`src/rtl/period_sched_pkg.sv`:
```
// Shared types and constants for the period_sched pulse scheduler.
package period_sched_pkg;

  typedef enum logic [1:0] {
    IDLE = 2'd0,
    HIGH = 2'd1,
    LOW  = 2'd2
  } state_t;

  localparam int TPERIOD_DEF = 6;
  localparam int PW_DEF      = 1;

  // Bits needed to hold values 0..v-1 (at least 1 bit).
  function automatic int clog2(input int v);
    int r;
    r = 1;
    for (int i = 1; i < 31; i++) begin
      if ((1 << i) < v) r = i + 1;
    end
    return r;
  endfunction

endpackage

```
`src/rtl/period_sched_rr_arb2.sv`:
```
// Two-way round-robin arbiter; the pointer remembers the last winner.
module rr_arb2 (
  input  logic       i_clk,
  input  logic       i_rst,
  input  logic [1:0] i_req,
  input  logic       i_advance,
  output logic [1:0] o_gnt,
  output logic       o_ptr
);

  logic r_ptr;

  // On a tie the requester that did not win last time takes the grant.
  always_comb begin
    o_gnt = i_req;
    if (i_req == 2'b11) o_gnt = r_ptr ? 2'b01 : 2'b10;
  end

  always_ff @(posedge i_clk) begin
    if (i_rst) begin
      r_ptr <= 1'b1;
    end else if (i_advance) begin
      r_ptr <= o_gnt[1];
    end
  end

  assign o_ptr = r_ptr;

endmodule

```
`src/rtl/period_sched.sv`:
```
// Shares one pulse line between two requesters, spacing rising edges >= TPERIOD cycles.
module period_sched
  import period_sched_pkg::*;
#(
  parameter int TPERIOD = TPERIOD_DEF,
  parameter int PW      = PW_DEF
) (
  input  logic clk_in,
  input  logic rst_in,
  input  logic req0_in,
  input  logic req1_in,
  output logic gnt0_out,
  output logic gnt1_out,
  output logic y_out,
  output logic busy_out
);

  localparam int CW = clog2(TPERIOD);
  localparam logic [CW-1:0] C_PW_LAST = CW'(PW - 1);
  localparam logic [CW-1:0] C_LAST    = CW'(TPERIOD - 1);
  localparam bit SHORT_LOW = (PW == TPERIOD - 1);

  if (TPERIOD < 2 || PW < 1 || PW >= TPERIOD) begin : g_bad_params
    $error("period_sched: need TPERIOD >= 2 and 1 <= PW < TPERIOD");
  end

  state_t        r_state, w_state_nxt;
  logic [CW-1:0] r_cnt, w_cnt_nxt;
  logic          r_y, r_busy, r_gnt_pulse;
  logic          w_take, w_any, w_ptr;
  logic [1:0]    w_gnt;

  rr_arb2 u_arb (
    .i_clk     (clk_in),
    .i_rst     (rst_in),
    .i_req     ({req1_in, req0_in}),
    .i_advance (w_take),
    .o_gnt     (w_gnt),
    .o_ptr     (w_ptr)
  );

  assign w_any = |w_gnt;

  // Requests are only looked at in IDLE or on the last cycle of a period.
  always_comb begin
    w_state_nxt = r_state;
    w_cnt_nxt   = r_cnt;
    w_take      = 1'b0;
    case (r_state)
      IDLE: begin
        w_cnt_nxt = '0;
        if (w_any) begin
          w_take      = 1'b1;
          w_state_nxt = HIGH;
        end
      end
      HIGH: begin
        w_cnt_nxt = r_cnt + 1'b1;
        if (r_cnt == C_PW_LAST) begin
          if (SHORT_LOW && !w_any) begin
            w_state_nxt = IDLE;
            w_cnt_nxt   = '0;
          end else begin
            w_state_nxt = LOW;
          end
        end
      end
      LOW: begin
        if (r_cnt == C_LAST) begin
          w_cnt_nxt = '0;
          if (w_any) begin
            w_take      = 1'b1;
            w_state_nxt = HIGH;
          end else begin
            w_state_nxt = IDLE;
          end
        end else begin
          w_cnt_nxt = r_cnt + 1'b1;
        end
      end
      default: begin
        w_state_nxt = IDLE;
        w_cnt_nxt   = '0;
      end
    endcase
  end

  always_ff @(posedge clk_in) begin
    if (rst_in) begin
      r_state     <= IDLE;
      r_cnt       <= '0;
      r_y         <= 1'b0;
      r_busy      <= 1'b0;
      r_gnt_pulse <= 1'b0;
    end else begin
      r_state     <= w_state_nxt;
      r_cnt       <= w_cnt_nxt;
      r_y         <= (w_state_nxt == HIGH);
      r_busy      <= (w_state_nxt != IDLE);
      r_gnt_pulse <= w_take;
    end
  end

  // The arbiter pointer already holds the winner on the grant cycle.
  assign gnt0_out = r_gnt_pulse & ~w_ptr;
  assign gnt1_out = r_gnt_pulse &  w_ptr;
  assign y_out    = r_y;
  assign busy_out = r_busy;

endmodule

```
`config.mk`:
```
export PLATFORM = sky130hd
export DESIGN_NAME = period_sched
export DESIGN_NICKNAME = d
export VERILOG_FILES = /design/src/rtl/period_sched_pkg.sv /design/src/rtl/period_sched_rr_arb2.sv /design/src/rtl/period_sched.sv
export SDC_FILE = /design/constraint.sdc
export NUM_CORES = 1
export LEC_CHECK = 0
export CAP_MARGIN = 5
export CORE_AREA = 2 2 39 41
export CTS_CLUSTER_SIZE = 25
export DETAILED_ROUTE_END_ITERATION = 10
export DIE_AREA = 0 0 41 43
export GPL_ROUTABILITY_DRIVEN = 0
export PLACE_DENSITY = 0.6
export SLEW_MARGIN = 40
export SYNTH_ARGS = -nofsm -noshare
export SYNTH_HDL_FRONTEND = slang
export SYNTH_HIERARCHICAL = 1
export SYNTH_SLANG_ARGS = --single-unit
```
`constraint.sdc`:
```
create_clock -name clk_in -period 1.6 [get_ports clk_in]
set_clock_uncertainty 0.2 [all_clocks]
set_input_delay 0.4 -clock clk_in [delete_from_list [all_inputs] [get_ports clk_in]]
set_output_delay 0.4 -clock clk_in [all_outputs]
set_load 0.01 [all_outputs]
```
Word level (Yosys, flattened, before mapping)
Index checks and enable logic that the tools add are counted.
Word-level totals
  input bits: 4
  output and inout port bits: 4
  flip-flop bits (word level): 9
  logic and storage cells: 31
Operators by class
  muxes and demuxes: 12
  bitwise logic cells: 3
  add/sub/neg operators: 1
  reductions and logical operators: 4
  equality and inequality tests: 5
Operator list (count)
  2-to-1 mux 2 bit: 5
  one-hot mux 2 bit (3 select lines): 1
  one-hot mux 3 bit (2 select lines): 1
  == test 2 x 1 -> 1 bit, second input constant: 2
  == test 2 bit, second input constant: 2
  adder 3 x 1 -> 3 bit, second input constant: 1
  == test 3 bit, second input constant: 1
  zero test 3 bit: 1
  2-to-1 mux 1 bit: 3
  2-to-1 mux 3 bit: 1
  AND 1 bit: 2
  zero test 2 bit: 1
  one-hot mux 1 bit (2 select lines): 1
  nonzero test 2 bit: 1
  OR reduction 2 bit: 1
  NOT 1 bit: 1

Longest topological paths before layout
Gate-level depths: netlist of the first run.
  word-level depth: 7
  gate-level depth with buffers: 6
  mapped depth without buffers: 6

Hierarchy
The synthesis of the first run kept the hierarchy.
Modules (own cells, without submodules)
  period_sched: sequential area each 160.2 um^2, area each 461.7 um^2, times used 1, cells each 45
  rr_arb2: sequential area each 20.0 um^2, area each 53.8 um^2, times used 1, cells each 6

Worst setup path after synthesis of the first run
No wires, ideal clock.
  path type: input-to-reg
  start: input req0_in
  end: register r_y, in the netlist y_out
  required time: 1297 ps
  stages on the path: 4
  slack: -139 ps
  library setup time: 103 ps
  data arrival time: 1436 ps
  buffers on the path: 0
  path through: a21boi_0 nor3b_4 o32a_1 a2111oi_2
On the way
  cells in the longest elaborated chain, start to end: 7
  elaborated cells between the ends (all ways): 8
  classes of those cells: 2 x eq/ne; 5 x mux; 1 x reduce/logical
RTL lines
  start: declaration: line period_sched.sv:10  | input logic req0_in,
  == test 2 bit: line period_sched_rr_arb2.sv:16  | if (i_req == 2'b11) o_gnt = r_ptr ? 2'b01 : 2'b10;
  2-to-1 mux 2 bit (*): line period_sched_rr_arb2.sv:16
  OR reduction 2 bit (*): line period_sched.sv:42  | assign w_any = |w_gnt;
  2-to-1 mux 1 bit: line period_sched.sv:71  | if (w_any) begin
  2-to-1 mux 2 bit: line period_sched.sv:69  | if (r_cnt == C_LAST) begin
  one-hot mux 2 bit (3 select lines) (*): line period_sched.sv:49  | case (r_state)
  == test 2 x 1 -> 1 bit (*): line period_sched.sv:98  | r_y <= (w_state_nxt == HIGH);
  end signal: assignment: line period_sched.sv:98
  end: declaration: line period_sched.sv:29  | logic r_y, r_busy, r_gnt_pulse;
Every way passes the cells marked *; elsewhere a longest branch is shown, timed or not.
A chain may end at the register's enable or synchronous reset.

Worst setup path in the final report of the first run
  start: register r_state[0]
  end: register r_y, in the netlist y_out
On the way
  cells in the longest elaborated chain, start to end: 3
  elaborated cells between the ends (all ways): 8
  classes of those cells: 3 x eq/ne; 4 x mux; 1 x reduce/logical
RTL lines
  start: declaration: line period_sched.sv:27  | state_t r_state, w_state_nxt;
  start signal: assignment: line period_sched.sv:96  | r_state <= w_state_nxt;
  == test 2 bit, or another cell as far along: line period_sched.sv:49
  one-hot mux 2 bit (3 select lines) (*): line period_sched.sv:49
  == test 2 x 1 -> 1 bit (*): line period_sched.sv:98
Marked as above.

==> run metrics, run 1 <==
Critical Path Start=r_state[0]$_SDFF_PP0_; Power Dens Cells=959 mW/mm^2; Critical Path RT=1.56 ns; Mapped Area=515 sq um; # DRC=0; DRT iter0 DRCs=1; critical-path maximum fanout=4; Pre-antenna DRT Iters=2; status=complete, but fails checks; Clock transition at path regs=0.06 ns; synthesized instance count=51; Worst Setup Start Kind=flip-flop; max_slew headroom=73.1%; DRT Wirelength=1.07 mm; syn_nets=62; Final HPWL DP=778 um; Crit. End Element=flip-flop; clock latency at the later pin of the worst-skew pair=0.25 ns; die width=41 um; Tightest Pin Transition=0.400 ns; reg2reg start=r_state[0]$_SDFF_PP0_; Worst setup endpoint=y_out$_SDFF_PP0_; num rows=14; number of CTS-inserted buffers=3; largest net degree at the start of global routing=6; ANT cells=0; maximum clock insertion buffer count=2; IO Count=8; fin cells=85; dominant synthesized flop cell=dfxtp_1; post-layout min period=1.61 ns; setup violators final=1; Worst VDD drop=0.000627 V; Final #Nets=81; critical path type=flip-flop to flip-flop; setup ws final=-0.00749 ns; Yosys cell types=27; CORE AREA=0.00138 sq mm; final worst path period share=100%; CP arrival=1.57 ns; multi-input logic area=419 sq um; layout cell share with drive strength beyond 1=50.7%; Static Leakage=0.325 nW; Commonest cells post-synth=9 x dfxtp_1, 7 x ha_1, 6 x inv_1, 4 x nor2b_1, 3 x nor2_1; Via Count=438; R2R Setup Slk=-0.007 ns; grt ovf=0; syn_area_per_cell=10.1 sq um; Root Driver=clkbuf_4; cell family with most CP delay=compound AO/OA/AOI/OAI gates; critical path depth=5; Async SR Flop Fraction=0%; Max-cap violations=0; die area=0.00176 sq mm; critical path's slowest cell=dfxtp_4; Pins Over Slew Limit=0; Storage cell area=193 sq um; filler cell count=141; failing checks=setup timing; max incr delay on CP=0.36 ns; Fin. Hold Viols=0; reg-to-reg endpoint=y_out$_SDFF_PP0_; warnings from Yosys=6; Post-synth EDFFs=0; CTS Sinks=9; hold_ws=0.416 ns; Starting Density=37.3%; CTS tree=yes; Avg Vias per Cell=5.15; HP Class=flip-flop to flip-flop; total track usage=15.8%; first-pass GRT wire length=1.84 mm; CP Buf/Inv Count=1; worst-path cell chain=inv_4 -> ha_4 -> a21boi_4 -> o221ai_4 -> a2111oi_4; number of global-route vias before repair=462; post-synth top area share=35.0%; Max H-tree Level=1; Post-DRT Antenna Nets=0; DP Cell Count=80; fmax=622 MHz; Chip Height=43 um; R2R cell count=5; # port buffers=7; cell taking the most area after synthesis=dfxtp_1; synth-to-layout area growth=52.9%; synth top area cells=dfxtp_1 35%, ha_1 17%, nor2b_1 4.9%; wire per inst=12.5 um; dominant cell by count in the synthesized netlist=dfxtp_1; post-synthesis sequential area ratio=35.0%; initial antenna violation count=0; RSZ-0062 raised after global routing=yes; FF+latch count, synth=9
final cells by class:
cell class	instances	area share, %
Tap cell	16	2.54
Clock buffer	4	3.33
Timing Repair Buffer	14	13.3
Sequential cell	9	24.4
Multi-Input combinational cell	36	53.2
Inverter	6	3.17
layout by cell type, fill, tap and decap left out, drive strengths merged, types with 2 or more instances in the layout:
master / n
dfxtp: 9
ha: 7
clkbuf: 6
buf: 8
inv: 6
nor2: 3
dlygate4sd2: 2
nor2b: 4
a21boi: 3
timing repair:
item	in CTS	in global routing
endpoints found under the setup margin	10	5
resized for setup	18	13
buffers inserted	0	1
pin swaps	2	6
hold buffers	0	0
kinds of logic (layout without fill, tap and decap cells):
family                   Yosys count  in the layout  synth area share (%)
AO/OA/AOI/OAI                     14             14                  23.3
AND/OR/NAND/NOR                   14             14                  18.7
XOR/XNOR                           1              1                  1.70
flip-flops                         9              9                  35.0
adder cells (fa/ha/maj)            7              7                  17.0
buffers and inverters              6             24                  4.37
power breakdown:
part           total [mW]  switching, mW  leakage [nW]  internal (mW)
Sequential          0.289         0.0280        0.0760          0.261
Clock               0.169         0.0729        0.0150         0.0957
Combinational       0.299          0.138         0.234          0.161
Total               0.756          0.238         0.325          0.518
per-layer routing:
layer | vias to the layer above | GRT usage (%) | wire, um
met5 | - | 0 | 0
met4 | 0 | 4.00 | 0
met3 | 0 | 9.42 | 61
met2 | 8 | 26.9 | 594
met1 | 211 | 15.3 | 409
li1 | 219 | - | -
stage by stage:
| step | setup WS (ns) | setup TNS (ns) | util, % | power (mW) | instance area (sq um) |
|---|---|---|---|---|---|
| global route | -0.0860 | -0.130 | 57.0 | 0.819 | 788 |
| finish | -0.00749 | -0.00749 | 57.0 | 0.756 | 788 |
| floorplan | 0.0259 | 0 | - | 0.452 | 557 |
| CTS | 0.000619 | 0 | 54.5 | 0.744 | 754 |
| detailed placement | -0.569 | -2.90 | 50.0 | 0.557 | 692 |
| global placement | -0.551 | -2.86 | 50.0 | 0.558 | 692 |
worst min path at each step:
stage | start | end | slack, ns | cells past startpoint
global route | r_cnt[0]$_SDFF_PP0_ | r_cnt[0]$_SDFF_PP0_ | 0.43 | 2
floorplan | r_cnt[0]$_SDFF_PP0_ | r_cnt[0]$_SDFF_PP0_ | 0.23 | 1
detailed placement | r_cnt[0]$_SDFF_PP0_ | r_cnt[0]$_SDFF_PP0_ | 0.36 | 2
CTS | r_cnt[0]$_SDFF_PP0_ | r_cnt[0]$_SDFF_PP0_ | 0.37 | 2
global placement | r_cnt[0]$_SDFF_PP0_ | r_cnt[0]$_SDFF_PP0_ | 0.35 | 2
finish | r_cnt[0]$_SDFF_PP0_ | r_cnt[0]$_SDFF_PP0_ | 0.42 | 2
flip-flops by register name, summed over array words and instances (netlist names):
register / flops
u_arb/o_ptr: 1
r_gnt_pulse: 1
r_state: 2
r_cnt: 3
y_out: 1
busy_out: 1
worst min-delay path, stage by stage (launching register included):
cell	delay, ns
dfxtp_1	0.35
buf_4	0.15
nor2_1	0.08
Power figures use the tool's default switching activity.
==> run 2, diff against run 1 <==
- ABC_AREA: not set -> 1
- PLACE_DENSITY: 0.6 -> 0.59
==> run 2 against run 1 <==
The flow now finishes without violations. Non-clock buffer count is 1 lower. Global-route usage down 4.0 points. Register-to-register slack gained 0.15 ns. Power decreased by 16%. Setup slack improved by 0.11 ns. Clock power about the same. Worst hold slack got worse by 0.14 ns. Critical path depth down 2. Cell count is 19% higher. First-iteration DRC count rose by 100%. Largest cell class unchanged. Largest power group is now sequential cells.
==> run metrics, run 2 <==
critical path's slowest cell=dfxtp_2; max reg flops=3 (unchanged); Storage cell area=183 sq um (-5.2%); Worst setup endpoint=gnt1_out; first-pass GRT wire length=1.44 mm (-22%); max incr delay on CP=0.33 ns (-0.03 ns); synth-to-layout area growth=34.3%; Static Leakage=0.387 nW (+19%); DRT iter0 DRCs=2 (+1); clock latency at the later pin of the worst-skew pair=0.25 ns (about the same); critical path type=flip-flop to primary output; maximum clock insertion buffer count=2 (unchanged); DRT Wirelength=889 um (-17%); die width=41 um (unchanged); Max-cap violations=0 (unchanged); synthesized instance count=68 (+33%); TNS Setup=0 ns (+0.00749 ns); CTS Sinks=9 (unchanged); hold_buf cts=0 (unchanged); DP Worst Slack=-0.285 ns (+0.284 ns); most common cell after layout, fill and taps aside=inv_1; Chip Height=43 um (unchanged); most frequent cells in the layout=15 x inv_1, 13 x nand2_1, 7 x nor2_1, 7 x ha_1, 7 x dfxtp_1; post-synthesis sequential area ratio=35.3% (+0.34 points); setup violators final=0 (-1); filler cell count=142 (+0.71%); HP Class=flip-flop to flip-flop; initial antenna violation count=0 (unchanged); Fin. Hold Viols=0 (unchanged); Final #Nets=97 (+20%); worst-path cell chain=nand2_1 -> inv_1 -> clkdlybuf4s15_1; CORE AREA=0.00138 sq mm (unchanged); RSZ-0062 raised after global routing=no; synth top area cells=dfxtp_1 35%, ha_1 17%, inv_1 11%; IO Count=8 (unchanged); Pre-antenna DRT Iters=2 (unchanged); status=finished clean; Top reg by flops=r_cnt; dominant cell by count in the synthesized netlist=inv_1; fmax=668 MHz (+7.3%); Async SR Flop Fraction=0% (unchanged); FF+latch count, synth=9 (unchanged); Placement Cell Area=646 sq um (-6.7%); cell taking the most area after synthesis=dfxtp_1; # port buffers=7 (unchanged); grt ovf=0 (unchanged); largest net degree at the start of global routing=6 (unchanged); Worst VDD drop=0.000501 V (-20%); num rows=14 (unchanged); max_slew headroom=87.3% (+14 points); Yosys cell types=16 (-41%); # Post-CTS Setup Buffers=0 (unchanged); dominant synthesized flop cell=dfxtp_1; Critical Path RT=1.00 ns (-0.56 ns); Power Dens Cells=923 mW/mm^2 (-3.7%); total track usage=11.9% (-4.0 points); warnings from Yosys=6 (unchanged); Critical Path Start=u_arb/o_ptr$_SDFFE_PP1P_; wire per inst=8.80 um (-30%); CP arrival=0.90 ns (-0.67 ns); setup ws final=0.103 ns (+0.110 ns); # DRC=0 (unchanged); syn_area_per_cell=7.51 sq um (-26%); reg2reg start=r_state[0]$_SDFF_PP0_; Post-DRT Antenna Nets=0 (unchanged); Via Count=441 (+0.68%); Power, Total=0.633 mW (-16%); post-layout min period=1.50 ns (-0.110 ns); Final HPWL DP=707 um (-9.1%); Pins Over Slew Limit=0 (unchanged); ANT cells=0 (unchanged); DP Cell Count=97 (+21%); Commonest cells post-synth=15 x inv_1, 13 x nand2_1, 9 x dfxtp_1, 8 x nor2_1, 7 x ha_1; post-synth top area share=35.3% (+0.34 points); die area=0.00176 sq mm (unchanged); fin area=686 sq um (-13%); R2R Setup Slk=0.14 ns (+0.15 ns); critical-path maximum fanout=3 (-1); Root Driver=clkbuf_4; CTS tree=yes; Max H-tree Level=1 (unchanged); number of CTS-inserted buffers=3 (unchanged); Tightest Pin Transition=0.190 ns (-0.210 ns); final worst path period share=93.6% (-6.9 points); Starting Density=36.9% (-0.36 points); layout cell share with drive strength beyond 1=24.7% (-26 points); Crit. End Element=primary output; Avg Vias per Cell=4.37 (-15%); Mapped Area=510 sq um (-0.97%); number of global-route vias before repair=388 (-16%); Post-synth EDFFs=0 (unchanged); R2R cell count=7 (+2); syn_nets=79 (+27%); multi-input logic area=288 sq um (-31%); Worst Setup Start Kind=flip-flop; fin cells=101 (+19%); Clock transition at path regs=0.06 ns (about the same); reg-to-reg endpoint=u_arb/o_ptr$_SDFFE_PP1P_; Regs by FF count=r_cnt x3, r_state x2
==> run 2: cells by family after synthesis <==
logic type               count (synthesis)  synth area share [%]
AND/OR/NAND/NOR                         31                  28.7
buffers and inverters                   15                  11.0
flip-flops                               9                  35.3
adder cells (fa/ha/maj)                  7                  17.2
AO/OA/AOI/OAI                            5                  6.13
XOR/XNOR                                 1                  1.72
==> run 2: critical path, delay by kind of cell (launching register included) <==
kind                   cells  cell delay, ns
buffers and inverters      2            0.26
flip-flops                 1            0.33
AND/OR/NAND/NOR            1            0.05
==> run 2: cell type report <==
class / count / area share, %
Multi-Input combinational cell: 44 / 42.0
Clock buffer: 4 / 3.83
Timing Repair Buffer: 13 / 16.4
Inverter: 15 / 8.21
Tap cell: 16 / 2.92
Sequential cell: 9 / 26.6
==> run 2: timing repair <==
item / 4_1_cts / 5_1_grt
gates resized for setup: 5 / 11
setup endpoints to repair: 7 / 7
gates cloned: 0 / 0
pin swaps: 1 / 2
==> run 2: how the worst min path moves through the flow <==
stage,from,end,slack [ns],depth (start not counted)
2_1_floorplan,r_cnt[0]$_SDFF_PP0_,r_cnt[0]$_SDFF_PP0_,0.23,1
6_report,r_cnt[0]$_SDFF_PP0_,r_cnt[0]$_SDFF_PP0_,0.27,1
3_3_place_gp,r_cnt[0]$_SDFF_PP0_,r_cnt[0]$_SDFF_PP0_,0.25,1
3_5_place_dp,r_cnt[0]$_SDFF_PP0_,r_cnt[0]$_SDFF_PP0_,0.27,1
4_1_cts,r_cnt[0]$_SDFF_PP0_,r_cnt[0]$_SDFF_PP0_,0.28,1
5_1_grt,req1_in,u_arb/o_ptr$_SDFFE_PP1P_,0.29,3
==> run 2: per-stage QoR <==
| step | hold slack (ns) | utilization, % |
|---|---|---|
| global placement | 0.251 | 46.7 |
| detailed placement | 0.269 | 46.7 |
| global route | 0.295 | 49.5 |
| floorplan | 0.233 | - |
| finish | 0.274 | 49.5 |
| CTS | 0.284 | 48.4 |
==> run 2: report_power, final <==
part / leakage (nW) / total, mW / switching (mW) / internal, mW
sequential: 0.0742 / 0.264 / 0.0124 / 0.252
combinational: 0.297 / 0.198 / 0.0976 / 0.100
clock: 0.0150 / 0.171 / 0.0753 / 0.0959
total: 0.387 / 0.633 / 0.185 / 0.448
==> run 2: metal layers <==
layer | share of wire, % | up-vias | GRT usage (%)
li1 | - | 239 | -
met1 | 44 | 191 | 14.2
met2 | 49 | 9 | 18.4
met3 | 5.3 | 2 | 3.14
met4 | 1.5 | 0 | 6.00
met5 | 0 | - | 0
